### config.mk
export PLATFORM = sky130hd
export DESIGN_NAME = detect_clap_clap
export DESIGN_NICKNAME = d
export VERILOG_FILES = /design/src/rtl/detect_clap_clap_pkg.sv /design/src/rtl/detect_clap_clap_frame_counter.sv /design/src/rtl/detect_clap_clap.sv
export SDC_FILE = /design/constraint.sdc
export NUM_CORES = 1
export LEC_CHECK = 0
export CORE_MARGIN = 3
export CORE_UTILIZATION = 44
export DETAILED_ROUTE_END_ITERATION = 8
export GPL_TIMING_DRIVEN = 0
export PLACE_DENSITY = 0.79
export SLEW_MARGIN = 25
export SYNTH_ARGS = -nofsm -noshare
export SYNTH_HDL_FRONTEND = slang
export SYNTH_SLANG_ARGS = --single-unit
### constraint.sdc
create_clock -name clock -period 2 [get_ports clock]
set_input_delay 0.4 -clock clock [delete_from_list [all_inputs] [get_ports clock]]
set_output_delay 0.4 -clock clock [all_outputs]
set_load 0.01 [all_outputs]
### src/rtl/detect_clap_clap_pkg.sv
// detect_clap_clap_pkg: shared state encodings and default loudness threshold
package detect_clap_clap_pkg;
  typedef enum logic [2:0] {
    IDLE    = 3'd0,
    FIRST   = 3'd1,
    GAP     = 3'd2,
    SECOND  = 3'd3,
    DETECT  = 3'd4,
    LOCKOUT = 3'd5
  } state_t;
  localparam int unsigned DEFAULT_THRESHOLD = 1000;
endpackage

### src/rtl/detect_clap_clap_frame_counter.sv
// detect_clap_clap_frame_counter: saturating frame counter; clr with inc loads 1
module detect_clap_clap_frame_counter #(
  parameter int unsigned MAX = 3,
  parameter int unsigned W = $clog2(MAX + 2)
) (
  input  logic         clock,
  input  logic         reset,
  input  logic         clr,
  input  logic         inc,
  output logic [W-1:0] count
);
  always_ff @(posedge clock)
    if (reset) count <= '0;
    else if (clr) count <= inc ? W'(1) : '0;
    else if (inc && count != W'(MAX)) count <= count + 1'b1;
endmodule

### src/rtl/detect_clap_clap.sv
// detect_clap_clap: loud-quiet-loud energy frame detector driving a toggling light and a detect pulse
module detect_clap_clap
  import detect_clap_clap_pkg::*;
#(
  parameter int unsigned ENERGY_WIDTH    = 32,
  parameter int unsigned THRESHOLD       = DEFAULT_THRESHOLD,
  parameter int unsigned MAX_CLAP_FRAMES = 3,
  parameter int unsigned MIN_GAP         = 2,
  parameter int unsigned MAX_GAP         = 8,
  parameter int unsigned HOLDOFF         = 4
) (
  input  logic                    clock,
  input  logic                    reset,
  input  logic [ENERGY_WIDTH-1:0] energy_data,
  input  logic                    energy_valid,
  output logic                    energy_ready,
  output logic                    light,
  output logic                    detect_pulse,
  output logic [2:0]              state_dbg
);
  localparam int CW = $clog2(MAX_CLAP_FRAMES + 2);
  localparam int GW = $clog2(MAX_GAP + 2);
  localparam int HW = $clog2(HOLDOFF + 2);
  state_t state;
  logic [CW-1:0] clap_cnt;
  logic [GW-1:0] gap_cnt;
  logic [HW-1:0] hold_cnt;
  logic xfer, loud, quiet;
  logic clap_clr, clap_inc, gap_clr, gap_inc, hold_clr, hold_inc;
  assign energy_ready = 1'b1;
  assign state_dbg = state;
  assign xfer = energy_valid;
  assign loud = xfer && energy_data > ENERGY_WIDTH'(THRESHOLD);
  assign quiet = xfer && !loud;
  assign clap_clr = state == IDLE || state == GAP;
  assign clap_inc = loud && state inside {IDLE, FIRST, GAP, SECOND};
  assign gap_clr = state != GAP;
  assign gap_inc = quiet && (state == FIRST || state == GAP);
  assign hold_clr = state != LOCKOUT || loud;
  assign hold_inc = quiet && state == LOCKOUT;
  detect_clap_clap_frame_counter #(.MAX(MAX_CLAP_FRAMES + 1), .W(CW)) u_clap (
    .clock(clock), .reset(reset), .clr(clap_clr), .inc(clap_inc), .count(clap_cnt)
  );
  detect_clap_clap_frame_counter #(.MAX(MAX_GAP + 1), .W(GW)) u_gap (
    .clock(clock), .reset(reset), .clr(gap_clr), .inc(gap_inc), .count(gap_cnt)
  );
  detect_clap_clap_frame_counter #(.MAX(HOLDOFF), .W(HW)) u_hold (
    .clock(clock), .reset(reset), .clr(hold_clr), .inc(hold_inc), .count(hold_cnt)
  );
  always_ff @(posedge clock)
    if (reset) begin
      state <= IDLE;
      light <= 1'b0;
      detect_pulse <= 1'b0;
    end else begin
      detect_pulse <= state == DETECT;
      if (state == DETECT) light <= ~light;
      case (state)
        IDLE:    if (loud) state <= FIRST;
        FIRST:   if (xfer) state <= quiet ? GAP : clap_cnt >= CW'(MAX_CLAP_FRAMES) ? LOCKOUT : FIRST;
        GAP:     if (xfer) state <= quiet ? (gap_cnt >= GW'(MAX_GAP) ? IDLE : GAP)
                                          : (gap_cnt >= GW'(MIN_GAP) ? SECOND : LOCKOUT);
        SECOND:  if (xfer) state <= quiet ? DETECT : clap_cnt >= CW'(MAX_CLAP_FRAMES) ? LOCKOUT : SECOND;
        DETECT:  state <= LOCKOUT;
        LOCKOUT: if (quiet && hold_cnt == HW'(HOLDOFF - 1)) state <= IDLE;
        default: state <= IDLE;
      endcase
    end
endmodule

==> summary.md, run 1 <==
In this run the vertical extent of the chip is 57.1 µm. The initial utilization of the core area, before any placement, comes to 49.1%. The initialized floorplan defines 17 standard-cell rows.

The number of antenna violations at the first check in global routing is 0, and the routability-driven placement congestion ratio is 0.840. The net count reported at finish is 236, and the core area is 2340 µm². The H-tree depth reported by CTS was 1. After synthesis, flip-flops and latches occupy 26.1% of the total area.

The peak fanout along the critical path is 6. In this run, post-CTS hold repair placed 0 buffers. The number of antenna diodes in the final layout is 0. In the final routed layout, each cell accounts on average for 15.0 µm.

Setup violations remaining at the end of the flow were counted as 0. Global routing consumed, over all layers together, 19.9% of the routing resources. The post-synthesis sequential element count is 15, and the buffers plus inverters on the worst setup path is 2. The insertion delay to the later sink of the worst-skew pair is 0.28 ns, and the via total after detailed routing is 1270.

Yosys printed 0 warnings. The tools report the startpoint of the tightest hold check path as light. The post-route worst hold slack came out at 0.495 ns. The top cell type by total area after synthesis was sky130_fd_sc_hd__dfxtp_1.

After synthesis the cells add up to 1150 µm². The number of cells on the worst hold path is 2. The first global-routing pass estimated 5260 µm of wire. On the final layout, the worst clock skew is 0.00120 ns.

The number of global-route vias before repair was 1197; the signed area change from the synthesized netlist to the final layout was 50.5%. In the finished design, the share of the clock period the worst path needs comes to 100%. For this run, the leading register cell type out of synthesis is sky130_fd_sc_hd__dfxtp_1.

Entering global routing, the biggest net connects 11 pins. The max-slew violation total from the final report is 0. Leaving out filler cells and counting taps, the final layout contains 219.

The logs give 2.16 ns for the signal arrival time at the worst endpoint and 2.16 ns for the critical path data required time. The maximum cell stage delay along the critical path was 0.58 ns; the sum of met3 wire segment lengths after detailed routing was 154 µm. The worst setup path is launched from an input port. The number of top-level design ports came out at 41.

The count of nets left with antenna violations once routing finished came out at 0. Count of flip-flops with a built-in enable after synthesis: 0. The number of placed instances, taps included, is 212.

Buffer type at the clock tree root: sky130_fd_sc_hd__clkbuf_4. For flop-to-flop paths, the worst setup slack is 0.34 ns. The cell that appears most often on the critical path is sky130_fd_sc_hd__nand3_2. For this design, the sink count on the clock tree is 15. The met2 wire length was 1720 µm. The path category of the worst min-delay check is register to register. Static timing analysis puts the maximum clock frequency at 0.500 GHz.

Clock tree synthesis inserted a total of 3 buffers. Among all stages on the critical path, the largest delay is contributed by sky130_fd_sc_hd__or4_4. The kind of cell with the highest combined delay along the critical path is simple AND/OR/NAND/NOR gates. The logs give 189 for the post-synth net total and 0 for the number of maximum-capacitance constraint violations. Total DRC errors in the routed layout: 0. The tools report the floorplan die area as 3260 µm².

The run finished with clean final reports. The share of async-settable or async-resettable flops after synthesis was 0%; the fraction of synthesized cell area taken by the top area cell type was 26.1%. The share of cells above drive strength 1 was 16.2%; the footprint of the flip-flops and latches was 300 µm².

The startpoint identified for the worst register-to-register timing path is u_hold.count[0]. The tools report the endpoint with the worst hold slack as light. Per-cell via count in the routed design: 5.80. The run gives 84 as the number of DRC markers after the initial detailed-route iteration. Aggregate global routing overflow: 0.

Each instance of the synthesized netlist takes up on average 7.92 µm². In the final layout, the multi-input gates occupy 865 µm². At the pin with the least slew margin, the transition time is 0.543 ns.

After detailed routing, no signal wire sits above met4. TritonCTS built the clock tree. The overall die width came out at 57.1 µm. Clock-pin slew was measured on the worst setup and hold paths at 0.08 ns. The routed design could run at a clock period as short as 2.00 ns. The tools report the maximum clock path buffer count as 2.

After technology mapping, the gate count stands at 145. Counting cells, the worst reg-to-reg path comes to 7. The worst setup path is of the input port to register kind.

The number of distinct library cell variants in the gate-level netlist after synthesis is 41. The summed negative setup slack over all endpoints is 0 ns. In this run the tool buffered the top-level ports with 39 buffer cells. Ranked by total cell area, the synthesized netlist is headed by sky130_fd_sc_hd__dfxtp_1 (26%), sky130_fd_sc_hd__ha_1 (9.8%), sky130_fd_sc_hd__nor4_1 (4.9%), sky130_fd_sc_hd__nand2_1 (3.9%), sky130_fd_sc_hd__nand3b_1 (3.3%). After filler insertion, the fill cell instance count of the layout stands at 200. The first TritonRoute pass finished after 4 iterations. In this run the critical register-to-register path is captured at state_dbg[0]. The worst pin sits at a relative slew slack of 63.6%. The analysis attributes to cell leakage a power of 0.553 nW. The critical path goes through clkdlybuf4s50_1, nand3_2, or4_4, buf_4, nand3_2, a211oi_2, nand3b_1. The tools report the maximum vdd drop as 0.442 mV. The final-report hold violation count is 0, and the areal power density over the cells is 421 nW/µm². After detailed routing, the wire length on met1 is 1370 µm. Detailed placement finished with a half-perimeter wire length of 2520 µm.

The element type at the critical path end is a register. Wires add up to 3280 µm.
synthesized netlist by cell type, types with 2 or more instances:
library cell               count
sky130_fd_sc_hd__o22ai_1       4
sky130_fd_sc_hd__nand2_1      12
sky130_fd_sc_hd__clkbuf_1      5
sky130_fd_sc_hd__o21a_1        3
sky130_fd_sc_hd__nand3b_1      5
sky130_fd_sc_hd__nor3_1        7
sky130_fd_sc_hd__dfxtp_1      15
sky130_fd_sc_hd__nor4_1        9
sky130_fd_sc_hd__inv_1         9
sky130_fd_sc_hd__nand4_1       3
sky130_fd_sc_hd__mux2i_1       2
sky130_fd_sc_hd__o21ai_0       7
sky130_fd_sc_hd__o31a_1        2
sky130_fd_sc_hd__nor2_1       10
sky130_fd_sc_hd__or3_1         3
sky130_fd_sc_hd__nand3_1       6
sky130_fd_sc_hd__a21oi_1       7
sky130_fd_sc_hd__ha_1          9
sky130_fd_sc_hd__and2_1        2
sky130_fd_sc_hd__buf_4         2
sky130_fd_sc_hd__a211oi_1      2
sky130_fd_sc_hd__a31oi_1       2
kinds of logic (layout without fill, tap and decap cells):
| group | after synthesis | after routing | share of synthesized area [%] |
|---|---|---|---|
| compound gates | 33 | 33 | 20.3 |
| xor+xnor | 1 | 1 | 0.763 |
| fa+ha+maj | 9 | 9 | 9.80 |
| buf+inv | 18 | 64 | 7.30 |
| flops | 15 | 15 | 26.1 |
| mux | 2 | 2 | 1.74 |
| other cells | 1 | 1 | 0.326 |
| simple gates | 66 | 66 | 33.7 |
cells in the final DEF, fill, tap and decap left out, types with 2 or more instances in the layout:
| cell | count |
|---|---|
| sky130_fd_sc_hd__a21oi_1 | 7 |
| sky130_fd_sc_hd__a31oi_1 | 2 |
| sky130_fd_sc_hd__and2_1 | 2 |
| sky130_fd_sc_hd__buf_4 | 5 |
| sky130_fd_sc_hd__clkbuf_1 | 5 |
| sky130_fd_sc_hd__clkbuf_4 | 4 |
| sky130_fd_sc_hd__clkdlybuf4s50_1 | 38 |
| sky130_fd_sc_hd__dfxtp_1 | 15 |
| sky130_fd_sc_hd__ha_1 | 9 |
| sky130_fd_sc_hd__inv_1 | 9 |
| sky130_fd_sc_hd__mux2i_1 | 2 |
| sky130_fd_sc_hd__nand2_1 | 11 |
| sky130_fd_sc_hd__nand3_1 | 4 |
| sky130_fd_sc_hd__nand3_2 | 2 |
| sky130_fd_sc_hd__nand3b_1 | 5 |
| sky130_fd_sc_hd__nand4_1 | 3 |
| sky130_fd_sc_hd__nor2_1 | 10 |
| sky130_fd_sc_hd__nor3_1 | 7 |
| sky130_fd_sc_hd__nor4_1 | 2 |
| sky130_fd_sc_hd__nor4_2 | 4 |
| sky130_fd_sc_hd__nor4_4 | 4 |
| sky130_fd_sc_hd__o21a_1 | 3 |
| sky130_fd_sc_hd__o21ai_0 | 6 |
| sky130_fd_sc_hd__o22ai_1 | 4 |
| sky130_fd_sc_hd__o31a_1 | 2 |
| sky130_fd_sc_hd__or3_1 | 3 |
registers in the layout (all words and copies together), names as in the netlist:
register,cells
light,1
u_clap.count,3
u_hold.count,3
state_dbg,3
detect_pulse,1
u_gap.count,4
metal layers:
layer,vias to the layer above,track usage (%)
li1,638,-
met5,-,0
met4,0,1.99
met1,583,24.4
met2,45,36.5
met3,4,4.75
report_power, final:
| part | internal, mW | switching [mW] | total [mW] | leakage (nW) |
|---|---|---|---|---|
| sequential | 0.311 | 0.0143 | 0.325 | 0.122 |
| combinational | 0.126 | 0.107 | 0.233 | 0.417 |
| clock | 0.0775 | 0.0921 | 0.170 | 0.0150 |
| total | 0.514 | 0.213 | 0.728 | 0.553 |
stage by stage:
stage                     total power, mW  utilization [%]  worst slack (ns)  area (µm²)
after detailed placement            0.539             67.3            -0.363        1570
after global routing                0.770             73.9           -0.0400        1730
final                               0.728             73.9          0.000620        1730
after floorplan                     0.431                -             0.260        1150
after global placement              0.532             67.3            -0.318        1570
after CTS                           0.717             70.4           0.00418        1650
tightest hold or removal path: stages, from the launching register on:
cell,delay (ns)
sky130_fd_sc_hd__dfxtp_1,0.32
sky130_fd_sc_hd__o21ai_0,0.07
sky130_fd_sc_hd__a21oi_1,0.06
worst max path at each step:
stage | start | to | slack (ns) | depth (start not counted)
5_1_grt | energy_data[7] | u_hold.count[0] | -0.04 | 7
3_3_place_gp | energy_data[31] | u_gap.count[3] | -0.32 | 7
2_1_floorplan | energy_data[0] | u_clap.count[2] | 0.26 | 6
3_5_place_dp | energy_data[4] | state_dbg[0] | -0.36 | 6
6_report | energy_data[7] | state_dbg[1] | 0.0006 | 7
4_1_cts | energy_data[24] | u_gap.count[3] | 0.004 | 7
timing repair:
item	4_1_cts	5_1_grt
pin swaps	4	6
buffers inserted	2	2
cloned	0	0
endpoints found under the setup margin	6	11
resized for setup	7	15
cell type report:
type,instances,area share (%)
Inverter,9,1.95
Multi-Input combinational cell,112,50.0
Sequential cell,15,17.4
Tap cell,28,2.03
Timing Repair Buffer,43,24.5
Clock buffer,4,1.52
Buffer,8,2.68
No activity file was read; power rests on OpenSTA's default activity.
==> run 2, diff against run 1 <==
ABC_AREA = 1   (was default)
CORE_UTILIZATION = 43   (was 44)
==> run 2 against run 1 <==
Clock power is 9% higher; die area is 4.4% lower; clock skew is 0.0064 ns higher; setup slack better by 0.18 ns; maximum frequency is 9.9% higher; first-iteration DRC count is 76% lower; power is 14% lower.
==> summary.md, run 2 <==
The tools report the number of cells produced by synthesis as 163 (was 145). The final critical-path share of the clock period came out at 91.0% (was 100%). The count of flip-flops with a built-in enable after synthesis was 0 (unchanged).

The top cell type by total area after synthesis is sky130_fd_sc_hd__dfxtp_1 (unchanged). The logs give 0.546 mV (was 0.442 mV) for the maximum vdd drop and 214 (was 200) for the number of fill cells in the layout. For the total chip power, the log shows 629 µW (was 728 µW). The run gives 0 (unchanged) as the number of buffers inserted for hold repair after clock tree synthesis. The all-layer global routing usage came out at 18.0% (was 19.9%). The maximum clock path buffer count was 2 (unchanged). The tools report the post-route worst hold slack as 0.457 ns (was 0.495 ns).

The tools report the startpoint type of the worst setup path as an input port (unchanged). The fraction of synthesized cell area taken by the top area cell type works out to 28.1% (was 26.1%). The end of the worst register-to-register path is u_gap.count[2] (was state_dbg[0]).

For the total DRC errors in the routed layout, the log shows 0 (unchanged). Critical path class: input port to register (unchanged). The worst-case setup margin in the final layout was 0.181 ns (was 0.000620 ns); the final setup violation count was 0 (unchanged). The tools report the number of synthesis warnings as 0 (unchanged). The run gives 17 (unchanged) as the row count. The worst-case register-to-register setup slack is 0.42 ns (was 0.34 ns). The critical path data required time is 2.19 ns (was 2.16 ns), and the met3 capacity usage during global routing is 3.71% (was 4.75%).

The number of distinct library cell variants in the gate-level netlist after synthesis is 28 (was 41), and the via total after detailed routing is 1150 (was 1270). The signed area change from the synthesized netlist to the final layout is 41.6% (was 50.5%), and the post-detailed-placement half-perimeter wirelength is 2210 µm (was 2520 µm). The endpoint of the worst setup timing path was u_gap.count[2] (was state_dbg[1]). The run gives 0.603 nW (was 0.553 nW) as the leakage dissipation. Setup repair after global routing left no endpoint under its margin.

The wire length per cell after detailed routing was 11.4 µm (was 15.0 µm); the cell area after technology mapping was 1070 µm² (was 1150 µm²). Most used cells in the layout excluding fill and tap cells: sky130_fd_sc_hd__clkdlybuf4s50_1 (38), sky130_fd_sc_hd__nand2_1 (30), sky130_fd_sc_hd__nor2_1 (26), sky130_fd_sc_hd__inv_1 (24) (was sky130_fd_sc_hd__clkdlybuf4s50_1 (38), sky130_fd_sc_hd__dfxtp_1 (15), sky130_fd_sc_hd__nand2_1 (11), sky130_fd_sc_hd__nor2_1 (10)). The final-report hold violation count is 0 (unchanged). The run gives 0 (unchanged) as the max-slew violation total from the final report.

The flip-flop count of the largest register, all copies and words added came out at 4 (unchanged). The tools report the routability-driven placement congestion ratio as 0.871 (was 0.840). Most instantiated library cell after synthesis: sky130_fd_sc_hd__nand2_1 (was sky130_fd_sc_hd__dfxtp_1). Top post-synthesis cells by area: sky130_fd_sc_hd__dfxtp_1 (28%), sky130_fd_sc_hd__ha_1 (11%), sky130_fd_sc_hd__nand2_1 (11%), sky130_fd_sc_hd__nor2_1 (9.1%), sky130_fd_sc_hd__inv_1 (8.4%) (was sky130_fd_sc_hd__dfxtp_1 (26%), sky130_fd_sc_hd__ha_1 (9.8%), sky130_fd_sc_hd__nor4_1 (4.9%), sky130_fd_sc_hd__nand2_1 (3.9%), sky130_fd_sc_hd__nand3b_1 (3.3%)).

The global-route wire length before repair is 4640 µm (was 5260 µm). Setup slack at placement: -0.137 ns (was -0.363 ns). The peak fanout along the critical path works out to 7 (was 6). Share of async-settable or async-resettable flops after synthesis: 0% (unchanged). The launching element of the worst setup path is energy_data[27] (was energy_data[7]). The areal power density over the cells was 416 nW/µm² (was 421 nW/µm²); the number of global-route vias before repair was 1131 (was 1197). The tools report the aggregate global routing overflow as 0 (unchanged). The routing usage on met1 is 20.0% (was 24.4%), and the depth of the most critical reg-to-reg path is 8 (was 7). The run gives 0 (unchanged) as the number of maximum-capacitance constraint violations. The path category of the worst min-delay check is input port to register (was register to register).

TritonCTS built the clock tree. The number of buffers inserted during clock tree synthesis came out at 3 (unchanged). The run gives 2650 µm (was 3280 µm) as the sum of routed wire length over all layers. The share of cells above drive strength 1 came out at 6.83% (was 16.2%). The post-synthesis average cell area was 6.55 µm² (was 7.92 µm²); the net count reported at finish was 250 (was 236).

The tools report the worst setup skew after layout as 0.00756 ns (was 0.00120 ns). The number of port buffers is 38 (was 39), and the post-synthesis sequential element count is 15 (unchanged). The tools report the met2 routing resource usage after global routing as 34.3% (was 36.5%). Origin of the critical flop-to-flop path: state_dbg[2] (was u_hold.count[0]). The maximum number of pins on one net before global-route repair was 10 (was 11); the H-tree depth reported by CTS was 1 (unchanged). Number of DRC markers after the initial detailed-route iteration: 20 (was 84).

The overall die width is 55.8 µm (was 57.1 µm). Fmax: 0.550 GHz (was 0.500 GHz). Post-synth net total: 207 (was 189). The clock slew at the register clock pins of the worst setup and hold paths was 0.10 ns (was 0.08 ns); the die height was 55.8 µm (was 57.1 µm). The count of placed standard cells in the final layout, fillers left out was 233 (was 219); the number of iterations in the first detailed-routing pass was 4 (unchanged). The tools report the buffer type at the clock tree root as sky130_fd_sc_hd__clkbuf_4 (unchanged).

The run gives 0 (unchanged) as the remaining antenna violation count after routing. The flow ran to the end, and the final reports show no timing, DRC or antenna violations. The number of sinks handled by clock tree synthesis is 15 (unchanged).

Number of diodes added for antenna fixing: 0 (unchanged). The tools report the post-synthesis sequential area ratio as 28.1% (was 26.1%). The insertion delay to the later sink of the worst-skew pair came out at 0.30 ns (was 0.28 ns).

The floorplan die area was 3120 µm² (was 3260 µm²). The logs give 2280 µm² (was 2340 µm²) for the core area and 2.01 ns (was 2.16 ns) for the signal arrival time at the worst endpoint. Register name with the most flops: u_gap.count (unchanged).

The effective utilization at floorplan is 46.9% (was 49.1%). The prevailing post-synth register cell was sky130_fd_sc_hd__dfxtp_1 (unchanged). Element type at the critical path end: a register (unchanged). For the number of top-level design ports, the log shows 41 (unchanged). The layer carrying the most global-route usage was met2 (unchanged). The tools report the number of antenna violations at the first check in global routing as 0 (unchanged). The most common cell after layout, fill and taps aside was sky130_fd_sc_hd__clkdlybuf4s50_1 (unchanged). For the placed cell count, the log shows 229 (was 212). Cell types with the highest counts after synthesis: sky130_fd_sc_hd__nand2_1 (30), sky130_fd_sc_hd__nor2_1 (26), sky130_fd_sc_hd__inv_1 (24) (was sky130_fd_sc_hd__dfxtp_1 (15), sky130_fd_sc_hd__nand2_1 (12), sky130_fd_sc_hd__nor2_1 (10)). The shortest clock period the worst path allows after layout was 1.82 ns (was 2.00 ns); the per-cell via count in the routed design was 4.94 (was 5.80).
## run 2: kinds of logic (layout without fill, tap and decap cells)
| logic type | count (synthesis) | in the layout | share of synthesized area (%) |
|---|---|---|---|
| AND/OR/NAND/NOR | 79 | 79 | 34.1 |
| AO/OA/AOI/OAI | 28 | 28 | 14.1 |
| buffers and inverters | 28 | 70 | 10.3 |
| flip-flops | 15 | 15 | 28.1 |
| adder cells (fa/ha/maj) | 9 | 9 | 10.6 |
| XOR/XNOR | 3 | 3 | 2.46 |
| other | 1 | 1 | 0.351 |
## run 2: worst max-delay path, cell delays in order
cell and delay, ns:
sky130_fd_sc_hd__clkdlybuf4s50_1 0.39, sky130_fd_sc_hd__or2_1 0.22, sky130_fd_sc_hd__nor2_1 0.11, sky130_fd_sc_hd__nand2_1 0.09, sky130_fd_sc_hd__nor2_4 0.15, sky130_fd_sc_hd__nand3_4 0.14
sky130_fd_sc_hd__inv_4 0.12, sky130_fd_sc_hd__nand2_4 0.07, sky130_fd_sc_hd__a21oi_2 0.14, sky130_fd_sc_hd__nand3_1 0.08, sky130_fd_sc_hd__nand2_1 0.06, sky130_fd_sc_hd__nor2_1 0.03
## run 2: repair_timing
item,CTS,global route
setup buffers,0,0
hold endpoints to repair,0,0
gates resized for setup,0,1
setup endpoints to repair,0,1
## run 2: routing by layer
layer	vias up	share of wire [%]	routed length, µm
met5	-	0	0
met4	0	1.2	31
met3	8	5.0	133
met2	40	54	1420
met1	498	40	1060
li1	604	-	-
## run 2: how the worst min path moves through the flow
stage	startpoint	to	slack, ns	cells past startpoint
after global routing	reset	state_dbg[0]	0.49	2
after detailed placement	light	light	0.47	2
final	reset	detect_pulse	0.46	2
after floorplan	u_hold.count[1]	u_hold.count[1]	0.45	2
after global placement	light	light	0.45	2
after CTS	reset	detect_pulse	0.45	2
## run 2: area by class of cell
| class | count | area [µm²] | area share (%) |
|---|---|---|---|
| Buffer | 2 | 11.3 | 0.745 |
| Clock buffer | 3 | 22.5 | 1.49 |
| Clock inverter | 1 | 5.00 | 0.331 |
| Inverter | 26 | 100 | 6.62 |
| Multi-Input combinational cell | 120 | 657 | 43.5 |
| Sequential cell | 15 | 300 | 19.9 |
| Tap cell | 28 | 35.0 | 2.32 |
| Timing Repair Buffer | 38 | 380 | 25.2 |
## run 2: where the power goes
| part | switching (mW) | internal, mW | leakage (nW) | total (mW) |
|---|---|---|---|---|
| Combinational | 0.0506 | 0.0810 | 0.464 | 0.132 |
| Clock | 0.112 | 0.0745 | 0.0177 | 0.186 |
| Sequential | 0.00654 | 0.305 | 0.122 | 0.311 |
## run 2: metrics by stage
stage / cell area (µm²) / setup TNS [ns] / util (%)
after floorplan: 1070 / 0 / -
after global placement: 1480 / -0.455 / 65.1
after detailed placement: 1480 / -0.877 / 65.1
after CTS: 1510 / 0 / 66.4
after global routing: 1510 / 0 / 66.4
final: 1510 / 0 / 66.4
